<file path="config.mk">
export PLATFORM = sky130hd
export DESIGN_NAME = alu_seq
export DESIGN_NICKNAME = d
export VERILOG_FILES = /design/src/rtl/alu_pkg.sv /design/src/rtl/alu_seq_iter.sv /design/src/rtl/alu_seq.sv
export SDC_FILE = /design/constraint.sdc
export NUM_CORES = 1
export LEC_CHECK = 0
export ABC_CLOCK_PERIOD_IN_PS = 8800
export CORE_ASPECT_RATIO = 0.6
export CORE_MARGIN = 2
export CORE_UTILIZATION = 45
export DETAILED_ROUTE_END_ITERATION = 8
export PLACE_DENSITY_LB_ADDON = 0.25
export SETUP_SLACK_MARGIN = 0.1
export SLEW_MARGIN = 5
export SYNTH_ARGS = -nofsm -noshare
export SYNTH_HDL_FRONTEND = slang
export SYNTH_HIERARCHICAL = 1
export SYNTH_SLANG_ARGS = --single-unit
</file>
<file path="constraint.sdc">
create_clock -name clk -period 8.8 [get_ports clk]
set_input_delay 1.76 -clock clk [delete_from_list [all_inputs] [get_ports clk]]
set_output_delay 1.76 -clock clk [all_outputs]
set_load 0.005 [all_outputs]
</file>
<file path="src/rtl/alu_pkg.sv">
// Shared types for the alu_seq sequential ALU: opcodes, FSM states and result flags.
// ALU_SEQ_DIV_EN adds the DIV state used by the iterative divider.
package alu_pkg;

  typedef enum logic [3:0] {
    OP_ADD  = 4'd0,
    OP_SUB  = 4'd1,
    OP_NEG  = 4'd2,
    OP_SCMP = 4'd3,
    OP_UCMP = 4'd4,
    OP_AND  = 4'd5,
    OP_OR   = 4'd6,
    OP_XOR  = 4'd7,
    OP_NOT  = 4'd8,
    OP_ARS  = 4'd9,
    OP_LRS  = 4'd10,
    OP_LROT = 4'd11,
    OP_RROT = 4'd12,
    OP_MULU = 4'd13,
    OP_DIVU = 4'd14,
    OP_ILL  = 4'd15
  } alu_op_e;

  typedef enum logic [1:0] {
    S_IDLE = 2'd0,
    S_MUL  = 2'd1,
`ifdef ALU_SEQ_DIV_EN
    S_DIV  = 2'd2,
`endif
    S_DONE = 2'd3
  } alu_state_e;

  typedef struct packed {
    logic overflow;
    logic less;
    logic equal;
    logic greater;
    logic zero;
  } alu_flags_t;

endpackage

</file>
<file path="src/rtl/alu_seq_iter.sv">
// Iterative shift-add multiplier and (with ALU_SEQ_DIV_EN) restoring divider, one bit per cycle.
// done flags the cycle whose clock edge performs the final step; resLo/resHi carry that step's result.
module alu_seq_iter
  import alu_pkg::*;
#(
  parameter int WIDTH = 16
) (
  input  logic             clk,
  input  logic             rst_n,
  input  logic             start,
`ifdef ALU_SEQ_DIV_EN
  input  logic             isDiv,
`endif
  input  logic [WIDTH-1:0] a,
  input  logic [WIDTH-1:0] b,
  output logic             done,
  output logic [WIDTH-1:0] resLo,
  output logic [WIDTH-1:0] resHi
);

  localparam int CW = $clog2(WIDTH);

  logic [CW-1:0]    cnt;
  logic             busy;
  logic [WIDTH-1:0] hiReg, loReg, opnd;
  logic [WIDTH-1:0] hiNext, loNext;
  logic [WIDTH-1:0] addend;
  logic [WIDTH:0]   mulSum;

  assign addend = loReg[0] ? opnd : '0;
  assign mulSum = {1'b0, hiReg} + {1'b0, addend};

`ifdef ALU_SEQ_DIV_EN
  logic           divMode;
  logic [WIDTH:0] remShift, remDiff;

  // remShift < 2*divisor keeps the difference within WIDTH+1 bits; bit WIDTH is the borrow
  assign remShift = {hiReg, loReg[WIDTH-1]};
  assign remDiff  = remShift - {1'b0, opnd};
`endif

  always_comb begin
    hiNext = mulSum[WIDTH:1];
    loNext = {mulSum[0], loReg[WIDTH-1:1]};
`ifdef ALU_SEQ_DIV_EN
    if (divMode) begin
      if (remDiff[WIDTH]) begin
        hiNext = remShift[WIDTH-1:0];
        loNext = {loReg[WIDTH-2:0], 1'b0};
      end else begin
        hiNext = remDiff[WIDTH-1:0];
        loNext = {loReg[WIDTH-2:0], 1'b1};
      end
    end
`endif
  end

  assign done  = busy && (cnt == CW'(WIDTH - 1));
  assign resLo = loNext;
  assign resHi = hiNext;

  always_ff @(posedge clk or negedge rst_n) begin
    if (!rst_n) begin
      busy <= 1'b0;
      cnt  <= '0;
`ifdef ALU_SEQ_DIV_EN
      divMode <= 1'b0;
`endif
    end else if (start) begin
      busy <= 1'b1;
      cnt  <= '0;
`ifdef ALU_SEQ_DIV_EN
      divMode <= isDiv;
`endif
    end else if (busy) begin
      cnt <= cnt + CW'(1);
      if (done) busy <= 1'b0;
    end
  end

  always_ff @(posedge clk) begin
    if (start) begin
      hiReg <= '0;
`ifdef ALU_SEQ_DIV_EN
      loReg <= isDiv ? a : b;
      opnd  <= isDiv ? b : a;
`else
      loReg <= b;
      opnd  <= a;
`endif
    end else if (busy) begin
      hiReg <= hiNext;
      loReg <= loNext;
    end
  end

endmodule

</file>
<file path="src/rtl/alu_seq.sv">
// Sequential ALU: single-cycle ops computed and registered on accept, MULU/DIVU run in alu_seq_iter.
// ALU_SEQ_DIV_EN builds the divider; without it DIVU behaves as the illegal opcode.
module alu_seq
  import alu_pkg::*;
#(
  parameter int WIDTH = 16
) (
  input  logic             clk,
  input  logic             rst_n,
  input  logic             in_valid,
  output logic             in_ready,
  input  logic [WIDTH-1:0] A,
  input  logic [WIDTH-1:0] B,
  input  logic [3:0]       op,
  output logic             out_valid,
  input  logic             out_ready,
  output logic [WIDTH-1:0] Q,
  output logic [WIDTH-1:0] R,
  output logic             overflow,
  output logic             less,
  output logic             equal,
  output logic             greater,
  output logic             zero
);

  localparam int SW = $clog2(WIDTH);
  typedef logic [SW:0] shAmt_t;

  alu_op_e    opIn;
  alu_state_e stateReg, stateNext;

  logic              iterStart, iterDone, loadSingle, loadIter;
  logic [WIDTH-1:0]  iterLo, iterHi;
  logic [WIDTH-1:0]  qReg, rReg, sQ;
  alu_flags_t        flagsReg, sFlags, iterFlags;

  logic [SW-1:0]           shAmt;
  shAmt_t                  shAmtInv;
  logic [WIDTH:0]          addSum, subDiff, negDiff, rOutVec, lOutVec;
  logic signed [WIDTH-1:0] aSigned, bSigned, arsRes;
  logic [WIDTH-1:0]        rotL, rotR;
  logic                    sLess, uLess, cmpLess;

  assign opIn = alu_op_e'(op);

  assign shAmt    = A[SW-1:0];
  assign shAmtInv = shAmt_t'(WIDTH) - {1'b0, shAmt};
  assign addSum   = {1'b0, A} + {1'b0, B};
  assign subDiff  = {1'b0, A} + {1'b0, ~B} + {{WIDTH{1'b0}}, 1'b1};
  assign negDiff  = {1'b0, ~B} + {{WIDTH{1'b0}}, 1'b1};
  assign aSigned  = A;
  assign bSigned  = B;
  assign arsRes   = bSigned >>> shAmt;
  assign rotL     = (B << shAmt) | (B >> shAmtInv);
  assign rotR     = (B >> shAmt) | (B << shAmtInv);
  // Last bit shifted out lands in bit 0 / bit WIDTH; a zero shift leaves the padding bit there
  assign rOutVec  = {B, 1'b0} >> shAmt;
  assign lOutVec  = {1'b0, B} << shAmt;
  assign sLess    = aSigned < bSigned;
  assign uLess    = A < B;
  assign cmpLess  = (opIn == OP_SCMP) ? sLess : uLess;

  always_comb begin
    sQ     = '0;
    sFlags = '0;
    case (opIn)
      OP_ADD: begin
        sQ              = addSum[WIDTH-1:0];
        sFlags.overflow = addSum[WIDTH];
      end
      OP_SUB: begin
        sQ              = subDiff[WIDTH-1:0];
        sFlags.overflow = subDiff[WIDTH];
      end
      OP_SCMP, OP_UCMP: begin
        sQ              = subDiff[WIDTH-1:0];
        sFlags.overflow = subDiff[WIDTH];
        sFlags.less     = cmpLess;
        sFlags.equal    = (A == B);
        sFlags.greater  = !cmpLess && (A != B);
      end
      OP_NEG: begin
        sQ              = negDiff[WIDTH-1:0];
        sFlags.overflow = negDiff[WIDTH];
      end
      OP_AND: sQ = A & B;
      OP_OR:  sQ = A | B;
      OP_XOR: sQ = A ^ B;
      OP_NOT: sQ = ~B;
      OP_ARS: begin
        sQ              = arsRes;
        sFlags.overflow = rOutVec[0];
      end
      OP_LRS: begin
        sQ              = B >> shAmt;
        sFlags.overflow = rOutVec[0];
      end
      OP_LROT: begin
        sQ              = rotL;
        sFlags.overflow = lOutVec[WIDTH];
      end
      OP_RROT: begin
        sQ              = rotR;
        sFlags.overflow = rOutVec[0];
      end
      default: sFlags.overflow = 1'b1;
    endcase
    sFlags.zero = (sQ == '0);
  end

  alu_seq_iter #(.WIDTH(WIDTH)) uIter (
    .clk   (clk),
    .rst_n (rst_n),
    .start (iterStart),
`ifdef ALU_SEQ_DIV_EN
    .isDiv (opIn == OP_DIVU),
`endif
    .a     (A),
    .b     (B),
    .done  (iterDone),
    .resLo (iterLo),
    .resHi (iterHi)
  );

`ifdef ALU_SEQ_DIV_EN
  logic bZeroReg;

  always_ff @(posedge clk) begin
    if (iterStart) bZeroReg <= (B == '0);
  end
`endif

  always_comb begin
    iterFlags          = '0;
    iterFlags.overflow = (iterHi != '0);
`ifdef ALU_SEQ_DIV_EN
    if (stateReg == S_DIV) iterFlags.overflow = bZeroReg;
`endif
    iterFlags.zero = (iterLo == '0);
  end

  always_comb begin
    stateNext  = stateReg;
    iterStart  = 1'b0;
    loadSingle = 1'b0;
    loadIter   = 1'b0;
    case (stateReg)
      S_IDLE: begin
        if (in_valid) begin
          if (opIn == OP_MULU) begin
            stateNext = S_MUL;
            iterStart = 1'b1;
          end
`ifdef ALU_SEQ_DIV_EN
          else if (opIn == OP_DIVU) begin
            stateNext = S_DIV;
            iterStart = 1'b1;
          end
`endif
          else begin
            stateNext  = S_DONE;
            loadSingle = 1'b1;
          end
        end
      end
      S_MUL: begin
        if (iterDone) begin
          stateNext = S_DONE;
          loadIter  = 1'b1;
        end
      end
`ifdef ALU_SEQ_DIV_EN
      S_DIV: begin
        if (iterDone) begin
          stateNext = S_DONE;
          loadIter  = 1'b1;
        end
      end
`endif
      S_DONE: begin
        if (out_ready) stateNext = S_IDLE;
      end
      default: stateNext = S_IDLE;
    endcase
  end

  always_ff @(posedge clk or negedge rst_n) begin
    if (!rst_n) stateReg <= S_IDLE;
    else        stateReg <= stateNext;
  end

  // Results stay frozen while DONE waits for out_ready
  always_ff @(posedge clk or negedge rst_n) begin
    if (!rst_n) begin
      qReg     <= '0;
      rReg     <= '0;
      flagsReg <= '0;
    end else if (loadSingle) begin
      qReg     <= sQ;
      rReg     <= '0;
      flagsReg <= sFlags;
    end else if (loadIter) begin
      qReg     <= iterLo;
      rReg     <= iterHi;
      flagsReg <= iterFlags;
    end
  end

  assign in_ready  = (stateReg == S_IDLE);
  assign out_valid = (stateReg == S_DONE);
  assign Q         = qReg;
  assign R         = rReg;
  assign overflow  = flagsReg.overflow;
  assign less      = flagsReg.less;
  assign equal     = flagsReg.equal;
  assign greater   = flagsReg.greater;
  assign zero      = flagsReg.zero;

endmodule

</file>
==> results of run 1 <==
==> through the flow <==
step / cell area, um2 / util / instances / power (mW) / setup WS [ns]
after global placement: 12300 / 0.490 / 1726 / 1.93 / 2.13
after detailed placement: 12300 / 0.490 / 1726 / 1.94 / 2.27
after floorplan: 11500 / - / 1404 / 1.48 / 3.44
after global routing: 12700 / 0.504 / 1742 / 2.53 / 2.24
after CTS: 12700 / 0.503 / 1742 / 2.36 / 2.64
final: 12700 / 0.504 / 1744 / 2.41 / 2.20
==> cells by family after synthesis <==
family / count (synthesis) / synth area share
flops: 92 / 0.207
mux: 135 / 0.157
compound gates: 375 / 0.227
fa+ha+maj: 74 / 0.0826
buf+inv: 185 / 0.0758
xor+xnor: 39 / 0.0304
simple gates: 504 / 0.220
==> critical path: stages <==
cell and delay, ns:
clkdlybuf4s50_1 1.01, inv_1 0.32, ha_1 0.52, nor4_1 0.72
a211o_1 0.43, a21oi_1 0.14, o21ai_0 0.25, or3_1 0.15
a221oi_1 0.06, a2111oi_0 1.12, nand4_1 0.19, a21oi_1 0.19
==> sequential cells by signal, summed over array words and instances (netlist names), 2 cells and up <==
register / flops
uIter/hiReg: 16
stateReg: 2
uIter/loReg: 16
uIter/cnt: 4
uIter/opnd: 16
Q: 16
R: 16
==> power groups by stage <==
stage | Clock (mW) | Sequential (mW) | Combinational, mW
2_1_floorplan | 0 | 0.660 | 0.816
3_3_place_gp | 0 | 0.690 | 1.24
3_5_place_dp | 0 | 0.692 | 1.25
4_1_cts | 0.424 | 0.684 | 1.25
5_1_grt | 0.441 | 0.703 | 1.39
6_report | 0.420 | 0.688 | 1.30
==> cell type report <==
| cell class | instances | area, um2 | area share |
|---|---|---|---|
| Clock buffer | 12 | 289 | 0.0228 |
| Inverter | 57 | 214 | 0.0169 |
| Antenna cell | 2 | 5.00 | 0.000395 |
| Timing Repair Buffer | 121 | 1090 | 0.0859 |
| Tap cell | 329 | 412 | 0.0325 |
| Sequential cell | 92 | 2380 | 0.188 |
| Clock inverter | 4 | 33.8 | 0.00266 |
| Multi-Input combinational cell | 1127 | 8250 | 0.651 |
==> cells in the final DEF (no fill, tap or decap), types with 13 or more instances in the layout <==
| cell type | Yosys | routed |
|---|---|---|
| xor2_1 | 14 | 14 |
| and3_1 | 15 | 15 |
| nand2b_1 | 16 | 16 |
| a21oi_1 | 93 | 93 |
| nand4_1 | 23 | 23 |
| dfrtp_1 | 44 | 44 |
| o22ai_1 | 25 | 25 |
| buf_4 | 22 | 43 |
| nor4_1 | 22 | 21 |
| and2_1 | 23 | 23 |
| o21ai_0 | 48 | 48 |
| nand2_1 | 139 | 139 |
| mux2i_1 | 66 | 66 |
| a31oi_1 | 17 | 17 |
| dfxtp_1 | 16 | 16 |
| o31ai_1 | 14 | 14 |
| nand3_1 | 38 | 38 |
| inv_1 | 54 | 54 |
| o211ai_1 | 13 | 13 |
| edfxtp_1 | 32 | 32 |
| mux2_2 | 34 | 34 |
| nor3_1 | 37 | 37 |
| ha_1 | 71 | 71 |
| a211oi_1 | 23 | 23 |
| nor2b_1 | 16 | 16 |
| xnor2_1 | 24 | 24 |
| clkdlybuf4s50_1 | 0 | 75 |
| mux4_2 | 32 | 32 |
| nor2_1 | 114 | 112 |
==> path summary, 6_finish.rpt <==
path | startpoint | end | slack, ns | depth (start not counted)
min in group asynchronous | rst_n | less | 1.50 | 2
min | uIter/hiReg[10] | uIter/hiReg[10] | 0.47 | 2
min reg2reg | uIter/hiReg[10] | uIter/hiReg[10] | 0.47 | 2
max reg2reg | uIter/loReg[0] | overflow | 4.13 | 12
max | B[7] | zero | 2.20 | 12
max in group asynchronous | rst_n | R[10] | 6.86 | 2
==> per-layer routing <==
layer | up-vias | routed length (um) | GRT usage
met5 | - | 0 | 0
li1 | 5283 | - | -
met2 | 1048 | 17700 | 0.449
met3 | 82 | 9740 | 0.201
met1 | 5869 | 22200 | 0.561
met4 | 0 | 828 | 0.0597
==> metrics.md, run 1 <==
| Metric | Value |
|---|---|
| Starting Density | 0.456 |
| PortBufs | 78 |
| Post-synth EDFFs | 32 |
| TritonRoute pass-1 iters | 6 |
| Power density over the cells | 190 nW/um2 |
| Area leader, netlist | dfrtp_1 |
| WP data arrival | 6.88 ns |
| Hold Worst Slack | 0.471 ns |
| Area grow syn2layout | 10.4% |
| Rel. slew slack | 0.0783 |
| Synth Area per Inst | 8.18 um2 |
| Clock transition at path regs | 0.07 ns |
| Setup TNS | 0 ns |
| Post-DP HPWL | 39000 um |
| First-pass GRT wire length | 73600 um |
| H-tree Lvls | 3 |
| Final Hold Vio Count | 0 |
| IO Pins | 79 |
| Postcts setup bufs | 0 |
| Startpoint Class | input pin |
| Crit path capture type | register |
| FP Rows | 45 |
| Die Span Y | 128 um |
| Clk pwr share | 0.174 |
| Post-Syn Nets | 1518 |
| Crit path required time | 9.08 ns |
| Post-synth ARST share | 0.478 |
| Worst-Skew Late Latency | 0.36 ns |
| Synth cell types | 94 |
| CTS tree | built |
| Final Skew | 0.00718 ns |
| Critical-path maximum fanout | 16 |
| Synth warnings | 6 |
| Area of the die | 26900 um2 |
| Nets | 1522 |
| Core region area | 25200 um2 |
| Final min period | 6.60 ns |
| Post-synth top cells | 139 x nand2_1, 114 x nor2_1, 93 x a21oi_1, 71 x ha_1, 66 x mux2i_1 |
| Vias in the first global route | 11000 |
| Layout cells sized above 1 | 0.113 |
| Peak supply drop | 0.000133 V |
| #FFs+latches synth | 92 |
| Mapped Cells | 1404 |
| Slew @ Worst Pin | 1.37 ns |
| Synth area leaders | dfrtp_1 9.6%, edfxtp_1 8.4%, ha_1 7.7% |
| Internal power | 1.34 mW |
| GPL Wtd Cong | 1.11 |
| Post-synthesis sequential area ratio | 0.207 |
| Width of the die | 210 um |
| Drt wl/cell | 29.0 um |
| Clock Tree Buf Depth | 2 |
| Antenna violations before repair | 1 |
| Top-count cell post-synth | nand2_1 |
| Largest net degree at the start of global routing | 48 |
| Setup CP Type | in -> reg |
| Combinational share of power | 0.541 |
| RSZ-0062 raised after global routing | no |
| # fillers | 2451 |
| GRT Overall Usage | 0.371 |
| Post-route clock period utilization | 0.750 |
| CTS Hold Bufs | 0 |
| Num CTS Buffers | 9 |
| Synth top area share | 0.0959 |
| Number of remaining DRC errors | 0 |
| Leak Pwr | 4.95 nW |
| Antenna-violating nets left | 0 |
| Routed WL | 50500 um |
| DR vias | 12300 |
| CTS sink count | 92 |
| Synth Flop Type | dfrtp_1 |
| Gr ovfl total | 0 |
| Slew Viols, Final | 0 |
| Vias/cell | 7.04 |
| Count of final setup violators | 0 |
| Drt initial violations | 2037 |
| Switching Share | 0.445 |
| Max Cap Violations | 0 |
| Root Driver | clkbuf_16 |
| CTS resizes | 0 |
| Fmax | 0.151 GHz |
| Sequential share of power | 0.285 |
| Status | finished, final reports clean |
| Net Switching | 1.07 mW |
| Hold Crit Class | reg -> reg |
| Mapped Area | 11500 um2 |
Power figures use the tool's default switching activity.
==> inputs of run 2 (changes only) <==
--- a/config.mk
+++ b/config.mk
@@ -5,7 +5,7 @@
 export SDC_FILE = /design/constraint.sdc
 export NUM_CORES = 1
 export LEC_CHECK = 0
-export ABC_CLOCK_PERIOD_IN_PS = 8800
+export ABC_CLOCK_PERIOD_IN_PS = 6200
 export CORE_ASPECT_RATIO = 0.6
 export CORE_MARGIN = 2
 export CORE_UTILIZATION = 45
==> constraint.sdc (replaced) <==
create_clock -name clk -period 6.2 [get_ports clk]
set_input_delay 1.24 -clock clk [delete_from_list [all_inputs] [get_ports clk]]
set_output_delay 1.24 -clock clk [all_outputs]
set_load 0.005 [all_outputs]
==> run 2 against run 1 <==
Effect of this change:
- critical path depth grew 2
- via count is 2.5% higher
- worst setup slack worse by 1.3 ns
==> metrics.md, run 2 (same netlist as run 1, synthesis figures left out) <==
| Metric | Value |
|---|---|
| Count of final setup violators | 0 (unchanged) |
| # fillers | 2443 (-0.33%) |
| Worst path cell trace | clkdlybuf4s50_1 -> ha_1 -> inv_1 -> fa_1 -> nand2b_1 -> a211oi_1 -> mux2i_1 -> nor3b_1 -> nand4_1 -> nor4b_1 -> nand4_1 -> nor4_1 -> nand4_1 -> a21oi_1 |
| Core region area | 25200 um2 (unchanged) |
| Drt wl/cell | 30.5 um (+5.2%) |
| GPL Wtd Cong | 1.06 (-4.7%) |
| Final min period | 5.29 ns |
| RSZ-0062 raised after global routing | no |
| IO Pins | 79 (unchanged) |
| Startpoint Class | input pin |
| CTS sink count | 92 (unchanged) |
| Root Driver | clkbuf_16 |
| Slew @ Worst Pin | 1.35 ns (-0.0236 ns) |
| Critical-path maximum fanout | 14 (-2) |
| GRT Overall Usage | 0.398 (+0.0268) |
| First-pass GRT wire length | 77900 um (+5.8%) |
| N_diodes | 0 (-2) |
| CTS resizes | 0 (unchanged) |
| Final Skew | 0.0120 ns (+0.00486 ns) |
| Post-DP HPWL | 42700 um (+9.5%) |
| Die Span Y | 128 um (unchanged) |
| Cell area after layout | 12800 um2 (+1.2%) |
| Clock transition at path regs | 0.07 ns (about the same) |
| Post-route clock period utilization | 0.854 |
| Num CTS Buffers | 9 (unchanged) |
| Crit path capture type | register |
| Final Hold Vio Count | 0 (unchanged) |
| Most common cell after layout, fill and taps aside | nand2_1 |
| Setup ws final | 0.906 ns (-1.29 ns) |
| Vias in the first global route | 11200 (+1.5%) |
| CTS tree | built |
| H-tree Lvls | 3 (unchanged) |
| Antenna-violating nets left | 0 (unchanged) |
| Number of remaining DRC errors | 0 (unchanged) |
| Nets | 1545 (+1.5%) |
| Rel. slew slack | 0.0956 (+0.0173) |
| Slew Viols, Final | 0 (unchanged) |
| Crit path required time | 6.48 ns (-2.60 ns) |
| CP most frequent cell | nand4_1 |
| Gr ovfl total | 0 (unchanged) |
| Layout cells sized above 1 | 0.127 (+0.0135) |
| Width of the die | 210 um (unchanged) |
| FP Rows | 45 (unchanged) |
| Hold Worst Slack | 0.491 ns (+0.0197 ns) |
| Drt initial violations | 2081 (+2.2%) |
| Area of the die | 26900 um2 (unchanged) |
| Fmax | 0.189 GHz |
| DR vias | 12600 (+2.5%) |
| Worst-Skew Late Latency | 0.37 ns (about the same) |
| PortBufs | 78 (unchanged) |
| Setup CP Type | in -> reg |
| Critical Path Max Stage Delay | 0.74 ns (-0.38 ns) |
| Hold Crit Class | reg -> reg |
| Slowest CP cell | clkdlybuf4s50_1 |
| Antenna violations before repair | 1 (unchanged) |
| Placed cell area | 12500 um2 (+1.6%) |
| Max Cap Violations | 0 (unchanged) |
| Power density over the cells | 267 nW/um2 (+40%) |
| WP data arrival | 5.58 ns (-1.30 ns) |
| Status | finished, final reports clean |
| Vias/cell | 7.13 (+1.3%) |
| Area grow syn2layout | 11.7% |
| Starting Density | 0.456 (unchanged) |
| Routed WL | 53800 um (+6.5%) |
| Clock Tree Buf Depth | 2 (unchanged) |
| Pre-CTS setup slack | 0.729 ns (-1.54 ns) |
| Most frequent cells in the layout | 139 x nand2_1, 112 x nor2_1, 93 x a21oi_1 |
| Peak supply drop | 0.000248 V (+86%) |
| Setup TNS | 0 ns (unchanged) |
| Largest net degree at the start of global routing | 64 (+33%) |
| Postcts setup bufs | 0 (unchanged) |
| CTS Hold Bufs | 0 (unchanged) |
| Leak Pwr | 5.05 nW (+2.0%) |
| TritonRoute pass-1 iters | 6 (unchanged) |
run 2: cell types whose count changed in the layout (fill, tap and decap cells not counted), sizes merged:
| cell | previous run | this run |
|---|---|---|
| clkbuf | 12 | 9 |
| buf | 46 | 69 |
| inv | 59 | 63 |
| clkinv | 2 | 1 |
| diode | 2 | 0 |
run 2: power breakdown:
part,internal [mW],switching [mW]
Clock,0.283,0.277
Combinational,0.746,1.14
Sequential,0.830,0.152
Total,1.86,1.57
run 2: path summary, 6_finish.rpt:
path | startpoint | to | slack [ns] | cells past startpoint
worst min register to register | uIter/hiReg[10] | uIter/hiReg[10] | 0.49 | 2
worst min-delay path | uIter/hiReg[10] | uIter/hiReg[10] | 0.49 | 2
worst max-delay path | B[0] | zero | 0.91 | 14
min in group asynchronous | rst_n | uIter/cnt[2] | 0.95 | 2
worst max register to register | uIter/loReg[0] | overflow | 1.53 | 12
max in group asynchronous | rst_n | zero | 4.77 | 2
run 2: worst max-delay path: cells and delay by family:
kind	cells	cell delay, ns
buf+inv	2	0.82
simple gates	7	2.07
fa+ha+maj	2	0.84
mux	1	0.13
compound gates	2	0.49
run 2: layer usage:
metal / wire length (um) / part of all wire / track usage
met2: 18500 / 0.34 / 0.468
met1: 24400 / 0.45 / 0.608
met3: 9830 / 0.18 / 0.213
met5: 194 / 0.0036 / 0.0490
met4: 888 / 0.017 / 0.0688
run 2: cell type report:
cell class / instances / area, um2 / area share
Tap cell: 329 / 412 / 0.0321
Inverter: 57 / 214 / 0.0167
Multi-Input combinational cell: 1127 / 8250 / 0.643
Sequential cell: 92 / 2380 / 0.186
Clock buffer: 9 / 225 / 0.0176
Clock inverter: 7 / 63.8 / 0.00497
Timing Repair Buffer: 144 / 1290 / 0.100
run 2: through the flow:
stage,std cells,util,power [mW]
floorplan,1404,-,2.10
global placement,1749,0.498,2.78
detailed placement,1749,0.498,2.78
CTS,1765,0.510,3.35
global route,1765,0.510,3.59
finish,1765,0.510,3.43
